File: src/rtl/prefix_pkg.sv
// Shared definitions for the sequential Kogge-Stone adder.
//   state_t       : sequencer states (IDLE, PREFIX, DONE)
//   calc_rows     : number of prefix rows for a given operand width
//   row_idx_width : bit width of a row counter that can hold rows-1
//   row_distance  : lookback distance of prefix row k (2^k)
package prefix_pkg;

  typedef enum logic [1:0] {
    IDLE   = 2'd0,
    PREFIX = 2'd1,
    DONE   = 2'd2
  } state_t;

  function automatic int calc_rows(input int width);
    return $clog2(width);
  endfunction

  // A single-row design still needs a 1-bit counter, not a 0-bit one.
  function automatic int row_idx_width(input int rows);
    return (rows > 1) ? $clog2(rows) : 1;
  endfunction

  function automatic int row_distance(input int k);
    return 1 << k;
  endfunction

endpackage

File: src/rtl/prefix_row.sv
// One Kogge-Stone prefix row, purely combinational.
//   g, p         : current group generate / propagate vectors
//   row          : row index k; lookback distance is 2^k
//   g_nxt, p_nxt : vectors after combining bit i with bit i-2^k
// Bits below the distance have no partner and pass through unchanged.
module prefix_row
  import prefix_pkg::*;
#(
  parameter int WIDTH = 7,
  parameter int RW    = 2
) (
  input  logic [WIDTH-1:0] g,
  input  logic [WIDTH-1:0] p,
  input  logic [RW-1:0]    row,
  output logic [WIDTH-1:0] g_nxt,
  output logic [WIDTH-1:0] p_nxt
);

  always_comb begin
    int               d;
    logic [WIDTH-1:0] low_mask;
    d        = row_distance(int'(row));
    // Ones on the bits that have no partner at distance d.
    low_mask = (WIDTH'(1) << d) - WIDTH'(1);
    // Shifting left fills zeros, so the low bits see no extra generate.
    g_nxt    = g | (p & (g << d));
    p_nxt    = p & ((p << d) | low_mask);
  end

endmodule

File: src/rtl/prefix_adder_sequencer.sv
// Multi-cycle Kogge-Stone adder: one shared prefix row evaluated once per
// clock for ROWS clocks, wrapped in valid/ready handshakes on both sides.
//   clk, rst_n           : clock (rising edge), async active-low reset
//   in_valid / in_ready  : operand handshake for a, b, cin
//   out_valid / out_ready: result handshake for sum, cout
//   sum, cout            : registered (a + b + cin), held until accepted
//   busy                 : high while prefix rows are being evaluated
module prefix_adder_sequencer
  import prefix_pkg::*;
#(
  parameter int WIDTH = 7
) (
  input  logic             clk,
  input  logic             rst_n,
  input  logic             in_valid,
  output logic             in_ready,
  input  logic [WIDTH-1:0] a,
  input  logic [WIDTH-1:0] b,
  input  logic             cin,
  output logic             out_valid,
  input  logic             out_ready,
  output logic [WIDTH-1:0] sum,
  output logic             cout,
  output logic             busy
);

  localparam int            ROWS     = calc_rows(WIDTH);
  localparam int            RW       = row_idx_width(ROWS);
  localparam logic [RW-1:0] LAST_ROW = RW'(ROWS - 1);

  state_t           state, state_nxt;
  logic [RW-1:0]    row_cnt;
  logic [WIDTH-1:0] g_q, p_q, h_q;
  logic             cin_q;
  logic [WIDTH-1:0] g_init, g_row, p_row, carry;
  logic [WIDTH-1:0] sum_q;
  logic             cout_q;
  logic             accept, last_row;

  assign out_valid = (state == DONE);
  assign busy      = (state == PREFIX);
  // In DONE, a new operand can only enter on the edge the result leaves.
  assign in_ready  = (state == IDLE) || ((state == DONE) && out_ready);
  assign accept    = in_valid && in_ready;
  assign last_row  = (state == PREFIX) && (row_cnt == LAST_ROW);
  assign sum       = sum_q;
  assign cout      = cout_q;

  // Carry-in is folded into bit 0's generate so the prefix network never
  // needs a separate carry path.
  always_comb begin
    g_init    = a & b;
    g_init[0] = (a[0] & b[0]) | ((a[0] ^ b[0]) & cin);
  end

  prefix_row #(
    .WIDTH (WIDTH),
    .RW    (RW)
  ) u_row (
    .g     (g_q),
    .p     (p_q),
    .row   (row_cnt),
    .g_nxt (g_row),
    .p_nxt (p_row)
  );

  // Carry into bit i is the final group generate of bits [i-1:0].
  assign carry = {g_row[WIDTH-2:0], cin_q};

  // NOTE: every variable written here gets a default first, so no path
  // through the case can leave it unassigned and infer a latch.
  always_comb begin
    state_nxt = state;
    unique case (state)
      IDLE:    if (accept) state_nxt = PREFIX;
      PREFIX:  if (last_row) state_nxt = DONE;
      DONE:    if (out_ready) state_nxt = in_valid ? PREFIX : IDLE;
      default: state_nxt = IDLE;
    endcase
  end

  // NOTE: sequential state uses non-blocking assignments so every register
  // samples pre-edge values regardless of statement order.
  always_ff @(posedge clk or negedge rst_n) begin
    if (!rst_n) state <= IDLE;
    else        state <= state_nxt;
  end

  always_ff @(posedge clk or negedge rst_n) begin
    if (!rst_n) begin
      row_cnt <= '0;
      g_q     <= '0;
      p_q     <= '0;
      h_q     <= '0;
      cin_q   <= 1'b0;
      sum_q   <= '0;
      cout_q  <= 1'b0;
    end else if (accept) begin
      h_q     <= a ^ b;
      g_q     <= g_init;
      p_q     <= a ^ b;
      cin_q   <= cin;
      row_cnt <= '0;
    end else if (state == PREFIX) begin
      g_q <= g_row;
      p_q <= p_row;
      if (last_row) begin
        sum_q   <= h_q ^ carry;
        cout_q  <= g_row[WIDTH-1];
        row_cnt <= '0;
      end else begin
        row_cnt <= row_cnt + RW'(1);
      end
    end
  end

endmodule
File: config.mk
export PLATFORM = sky130hd
export DESIGN_NAME = prefix_adder_sequencer
export DESIGN_NICKNAME = d
export VERILOG_FILES = /design/src/rtl/prefix_pkg.sv /design/src/rtl/prefix_row.sv /design/src/rtl/prefix_adder_sequencer.sv
export SDC_FILE = /design/constraint.sdc
export NUM_CORES = 1
export LEC_CHECK = 0
export CORE_ASPECT_RATIO = 0.9
export CORE_UTILIZATION = 43
export CTS_CLUSTER_DIAMETER = 80
export DETAILED_ROUTE_END_ITERATION = 10
export DONT_BUFFER_PORTS = 1
export GPL_ROUTABILITY_DRIVEN = 0
export GPL_TIMING_DRIVEN = 0
export PLACE_DENSITY = 0.56
export SETUP_SLACK_MARGIN = 0.5
export SKIP_LAST_GASP = 1
export SLEW_MARGIN = 20
export SYNTH_ARGS = -nofsm -noshare
export SYNTH_HDL_FRONTEND = slang
export SYNTH_SLANG_ARGS = --single-unit
File: constraint.sdc
create_clock -name clk -period 1.8 [get_ports clk]
set_input_delay 0.27 -clock clk [delete_from_list [all_inputs] [get_ports clk]]
set_output_delay 0.27 -clock clk [all_outputs]
set_load 0.05 [all_outputs]
==> impl_metrics.ini <==
[drt]
viasPerCell = 5.88
drtIter0Drc = 109
wl_per_cell_um = 19.5
ant_nets = 0
drc = 0
vias = 1558
dr.pass1.iters = 6
drt-total-wl_um = 5160

[yosys]
ys_seq_area_share_pct = 48.3
synth_top_area_share_pct = 48.3
avgSynthCellArea_um2 = 9.68
synthesis.nets = 208
synth_edf_count = 0
synth_area_leaders = dfrtp_1 48%, nand2_1 11%, ha_1 5.0%
synth_area_leader_cell = dfrtp_1
yosysUniqueCellTypes = 37
ys.flop_type = dfrtp_1
synthArstFlopShare_pct = 100
syn-instance-count = 182
ys_ff_latch = 34
syn_area_um2 = 1760
yosys_warnings = 0

[die]
num_io_pins = 30
core_area_um2 = 3810
initial_core_util_pct = 46.2
die_area_um2 = 4360
dieHeight_um = 62.7
rows = 21
die_w_um = 69.5

[cells_and_area]
final_nets = 244
diodes = 0
final_cells = 265
finish.utilization_pct = 65.4
drive_gt1_share_pct = 41.1
fin_area_um2 = 2490
syn_to_final_growth_pct = 41.3

[global_route]
grt.total_usage_pct = 23.3
grt_pass1_vias = 1652
grt_overflow_total = 0
antenna_found_initial = 0
grt_first_pass_wirelength_um = 7890
grt_max_degree = 35

[timing]
holdWs_ns = 0.0937
tns_ns = 0
drv_slew = 0
period_minus_slack_ns = 1.50
slew_headroom_pct = 67.3
skew_ns = 0.00678
post-route-period-util_pct = 83.1
fmax_ghz = 0.668
setup_viol = 0
worst_pin_slew_ns = 0.491
rsz0062_at_grt = yes
final_hold_viol_count = 0

[clocking]
cts_max_level = 2
cts_made_buffers = 5
cts_tree = built
clk_latency_ns = 0.28
path_clk_slew_ns = 0.07
cts_root_buffer = clkbuf_8
cts_max_path_buffers = 2
cts.sinks = 34

[worst_setup_path]
crit_type = reg2reg
worst_setup_path_start_kind = flip-flop
cpPeakStageDelay_ns = 0.40
worst_path_most_repeated_cell = buf_6
cp_max_fo = 5
cp-end-kind = flip-flop
crit_chain = nor2b_4 > or3b_4 > buf_6 > buf_6 > a21oi_2 > o21ai_1
required_ns = 1.97
crit_arrival_ns = 1.66
slowest_stage = dfrtp_1

[placed_design]
hpwlAfterDp_um = 2970
io_buffers = 0
place_inst = 228
place_area_um2 = 1840

[run]
maxCapViolations = 0

[power]
p_leak_nw = 1.13
ir_worst_vdd_mv = 0.776
power.density_nw_per_um2 = 2000

[worst_hold_path]
hp-class = in2reg

[run_status]
status = finished, final reports clean
cells in the final DEF, fill, tap and decap left out, drive strengths merged, types with 3 or more instances in the layout:
cell and count:
o211ai 3, o22ai 4, ha 7, nand2 50
mux2i 3, a21oi 6, buf 36, dfrtp 34
nor2 8, o21ai 16, a2bb2oi 3, mux2 4
nand2b 3, clkinvlp 3, xor2 5, clkbuf 8
area by class of cell:
cell class / instances / area, µm²
timing repair buffer: 29 / 304
multi-input combinational: 134 / 1030
clock buffer: 8 / 110
buffer: 8 / 90.1
tap: 46 / 57.6
sequential: 34 / 856
inverter: 6 / 46.3
fill: 288 / 1320
logic make-up after synthesis:
kind of cell	Yosys count	synth area share (%)
and+or+nand+nor	70	18.3
xor gates and xnor gates	7	3.48
DFF	34	48.3
muxes	7	4.26
buffers and inverters	14	4.55
AOI/OAI and AO/OA	43	16.2
adders and majority gates	7	4.97
Yosys cell counts (2+ instances only):
master     count
a21oi_1        6
a2bb2oi_1      3
a311oi_2       2
a31oi_1        2
buf_2          4
buf_6          3
dfrtp_1       34
ha_1           7
inv_1          5
mux2_2         4
mux2i_1        3
nand2_1       50
nand2b_1       2
nand3_1        2
nor2_1         8
o211ai_1       3
o21ai_0       13
o21ai_1        3
o22ai_1        4
o311ai_1       2
xnor2_1        2
xor2_1         5
timing repair:
item	4_1_cts	5_1_grt
buffers inserted	16	9
pin swaps	14	18
hold buffers	2	0
hold endpoints to repair	34	0
resized for setup	43	35
setup endpoints to repair	36	37
gates cloned	2	0
sequential cells by signal, summed over array words and instances, names as in the netlist:
name,cells
cin_q,1
h_q,7
row_cnt,2
cout,1
sum,7
state,2
g_q,7
p_q,7
power breakdown:
part	switching (mW)	internal, mW	total, mW
sequential	0.693	1.11	1.80
clock	0.276	0.386	0.662
combinational	1.31	1.21	2.52
total	2.28	2.71	4.98
worst max-delay path: cells and delay by family, from the launching register on:
| family | cells | cell delay (ns) |
|---|---|---|
| AOI/OAI and AO/OA | 2 | 0.20 |
| buffers and inverters | 2 | 0.27 |
| DFF | 1 | 0.40 |
| and+or+nand+nor | 2 | 0.51 |
per-layer routing:
metal	routed length, µm	GRT usage, %
met1	2100	27.8
met2	2560	39.3
met3	295	5.65
met4	201	11.5
met5	0	0
worst paths after layout:
path / startpoint / endpoint / slack, ns / cells after the start
setup / recovery: state[1] / g_q[3] / 0.30 / 6
hold / removal: out_ready / state[1] / 0.09 / 1
setup reg to reg: state[1] / g_q[3] / 0.30 / 6
hold reg to reg: cin_q / cin_q / 0.50 / 2
max in group asynchronous: rst_n / g_q[1] / 1.18 / 2
min in group asynchronous: rst_n / p_q[5] / 0.42 / 2
per-stage QoR:
step / total power [mW] / setup slack (ns)
after floorplan: 2.84 / 0.423
after detailed placement: 3.24 / 0.243
final: 4.98 / 0.304
after global routing: 5.23 / 0.250
after CTS: 4.51 / 0.308
after global placement: 3.19 / 0.242
(Power assumes the default switching activity.)
==> variant 1, RTL diff (same settings) <==
`WIDTH` is set to 7 in 2 places; all go to 14.
--- a/src/rtl/prefix_row.sv
+++ b/src/rtl/prefix_row.sv
@@ -6,7 +6,7 @@
 module prefix_row
   import prefix_pkg::*;
 #(
-  parameter int WIDTH = 7,
+  parameter int WIDTH = 14,
   parameter int RW    = 2
 ) (
   input  logic [WIDTH-1:0] g,
--- a/src/rtl/prefix_adder_sequencer.sv
+++ b/src/rtl/prefix_adder_sequencer.sv
@@ -8,7 +8,7 @@
 module prefix_adder_sequencer
   import prefix_pkg::*;
 #(
-  parameter int WIDTH = 7
+  parameter int WIDTH = 14
 ) (
   input  logic             clk,
   input  logic             rst_n,
Ports: changed (resized a, b and sum); port bits go from 30 to 51. No check against the original RTL was run, so the function may have changed too.
==> variant 1 against the original RTL <==
  * The run now ends with hold timing, setup timing left
  * Critical path depth is 2 higher
  * Area after synthesis rose by 130%
  * Non-clock buffer count increased by 72
  * Synthesized cell count is 140% higher
  * Final area increased to 2.5 times the old value
  * Clock power grew 140%
  * Routed wire length increased to 3.0 times the old value
  * Total power rose to 2.9 times the old value
  * Global-route usage up 6.7 points
  * Cell count is 150% higher
  * Maximum frequency shrank 37%
  * Setup slack lost 860 ps
  * Sequential cell count up 28
  * Hold slack got worse by 480 ps
  * Highest routed layer unchanged
==> variant 1: results <==
set metrics [dict create \
    synth_common_cells "nand2_1, dfrtp_1, o21ai_0" \
    tightest_slew_ps 476 \
    grt_max_degree 63 \
    dp.cells 554 \
    yosys.area.top_type_share 0.383 \
    drive_gt1_frac 0.433 \
    hold_viol 62 \
    setup_tns_ps -9430 \
    wl_met1_mm 6.19 \
    critPathTopFamily "compound AO/OA/AOI/OAI gates" \
    num-clock-buffers 10 \
    r2r_cells 8 \
    fin_nets 578 \
    pre_cts_slack_ps -511 \
    inverters_excl_clock 10 \
    skew_ps 10.1 \
    status "complete, but fails checks" \
    violations "hold timing, setup timing" \
    cp_slowest_cell "mux4_2" \
    cts-buffers-inserted 9 \
    cp_max_fo 4 \
    worstSkewPairLatency_ps 340 \
    regArea_um2 1550 \
    clkSinkCount 62 \
    fin_worst_hold_slack_ps -385 \
    wire_per_inst_um 23.5 \
    r2r_end "sum[13]" \
    place_hpwl_mm 9.11 \
    worst_slack_ps -558 \
    gr-usage-met3 0.0659 \
    setup_viol 34 \
    power_frac_comb 0.659 \
]
## variant 1: cell count changes in the layout (fill, tap and decap cells not counted), sizes merged, moves of 9 or more
cell	before	now
buf	36	90
clkbuf	8	27
dfrtp	34	62
ha	7	21
inv	2	11
mux2i	3	27
mux4	0	9
nand2	50	87
nor2	8	27
o21ai	16	33
## variant 1: cell families (layout without fill, tap and decap cells)
| family | after synthesis | count (layout) | synth area share |
|---|---|---|---|
| flops | 62 | 62 | 0.383 |
| fa+ha+maj | 21 | 21 | 0.0649 |
| buf+inv | 38 | 135 | 0.0460 |
| mux | 42 | 42 | 0.135 |
| simple gates | 154 | 154 | 0.173 |
| compound gates | 104 | 104 | 0.174 |
| xor+xnor | 11 | 11 | 0.0238 |
## variant 1: timing repair
item                                    4_1_cts  5_1_grt
pin swaps                                    19       41
hold endpoints to repair                     62       63
cloned                                        7        6
setup buffers                                35       32
resized for setup                            98      108
endpoints found under the setup margin       65       65
==> variant 2, RTL diff (config.mk and constraints unchanged) <==
Made on the original files. Make the reset (`rst_n`) synchronous in 2 clocked blocks. Comments in the files are not updated.
--- a/src/rtl/prefix_adder_sequencer.sv
+++ b/src/rtl/prefix_adder_sequencer.sv
@@ -81,12 +81,12 @@
 
   // NOTE: sequential state uses non-blocking assignments so every register
   // samples pre-edge values regardless of statement order.
-  always_ff @(posedge clk or negedge rst_n) begin
+  always_ff @(posedge clk) begin
     if (!rst_n) state <= IDLE;
     else        state <= state_nxt;
   end
 
-  always_ff @(posedge clk or negedge rst_n) begin
+  always_ff @(posedge clk) begin
     if (!rst_n) begin
       row_cnt <= '0;
       g_q     <= '0;
Behaviour: differs if rst_n is asserted again (counterexample within 4 cycles, from zero or initial values and one cycle with rst_n low); with rst_n held inactive, the same outputs for 10 cycles.
==> variant 2 against the original RTL <==
  * Final area fell by 4.0%
  * Area after synthesis decreased by 4.0%
  * Sequential share of layout area decreased by 5.5 points
  * Setup slack got worse by 19 ps
  * Sequential cell count is the same
  * Clock skew decreased by 1.8 ps
  * Routed wire length shrank 1.2%
  * Count of clock-buffer cells in the layout is 3 lower
  * Hold slack improved by 24 ps
  * Highest routed layer unchanged
Power is not compared: it rests on default switching activity, and its combinational part moved more than twofold at a synthesized area within 25%.
==> variant 2: results <==
set metrics [dict create \
    syn_nets 230 \
    drtPass1Iterations 4 \
    met2_usage 0.405 \
    placed_area_um2 1820 \
    yosysSeqAreaShare 0.402 \
    fin_nets 256 \
    grt_max_degree 12 \
    inverters_excl_clock 9 \
    dominantRegCellSynth "dfxtp_1" \
    met1_usage 0.328 \
    min-delay-start "cin" \
    grt_util_all_layers 0.251 \
    rrSetupSlack_ps 280 \
    num-fill-cells 311 \
    dp.cells 250 \
    vias 1663 \
    r2r_cells 5 \
    synth_fa_ha_area_frac 0.0518 \
    crit_arrival_ps 1730 \
    place_hpwl_mm 3.25 \
    synth_common_cells "dfxtp_1, nand2_1, a21oi_1" \
    fin_crit_ps 1520 \
    grt_pass1_wl_mm 7.40 \
    sh_seq_area 0.289 \
    p_int_mw 1.36 \
    synth_xor_area_frac 0.0155 \
    wire_per_inst_um 18.4 \
    power.total_mw 1.89 \
    min_to "cin_q" \
    worstHoldPathCells 2 \
    synth_compound_area_frac 0.223 \
    drtIter0Drc 104 \
    regArea_um2 691 \
    buffers 34 \
    muxShareOfSynthArea 0.0510 \
    non_clock_buffer_area_share 0.145 \
    gr-usage-met3 0.0481 \
    cts_htree_levels 2 \
    crit_path_start "state[1]" \
    slowest_delay_ps 360 \
    r2r_end "sum[3]" \
    pre_cts_slack_ps 9.15 \
    multi_input_gates 146 \
    grt_pass1_vias 1474 \
    skew_ps 4.96 \
    routed_wl_mm 5.09 \
    tightest_slew_ps 571 \
    post_synth.cell_area_avg_um2 8.29 \
    status "completed" \
    fin_worst_hold_slack_ps 117 \
    ys_async_sr_fraction 0 \
    clk_share 0.0455 \
    drive_gt1_frac 0.355 \
    synth_top_cells_by_area "dfxtp_1, a21oi_1, nand2_1" \
    cp_slowest_cell "dfxtp_4" \
    cts-buffers-inserted 5 \
    fp.dieW_um 68.1 \
]
-- variant 2: changes by cell type in the layout (fill, tap and decap cells not counted), moves of 8 or more --
cell | before | now
dfrtp_1 | 30 | 0
dfxtp_1 | 0 | 30
a21oi_1 | 3 | 21
nand2_1 | 43 | 28
o21ai_1 | 13 | 2
nand3_1 | 0 | 8
-- variant 2: metal layers --
| layer | wire [um] | vias to the layer above |
|---|---|---|
| li1 | - | 800 |
| met3 | 302 | 16 |
| met5 | 0 | - |
| met4 | 201 | 0 |
| met2 | 2380 | 58 |
| met1 | 2210 | 789 |
-- variant 2: cells by family (layout without fill, tap and decap cells) --
logic type               after synthesis  in the layout
flip-flops                            34             34
XOR/XNOR                               3              3
adder cells (fa/ha/maj)                7              7
buffers and inverters                 24             51
multiplexers                           8              8
AND/OR/NAND/NOR                       68             68
AO/OA/AOI/OAI                         60             60
-- variant 2: what timing repair did --
item                       4_1_cts  5_1_grt
setup buffers                   11        6
resized for setup               31       44
pin swaps                        8       24
gates cloned                     0        2
setup endpoints to repair       36       35
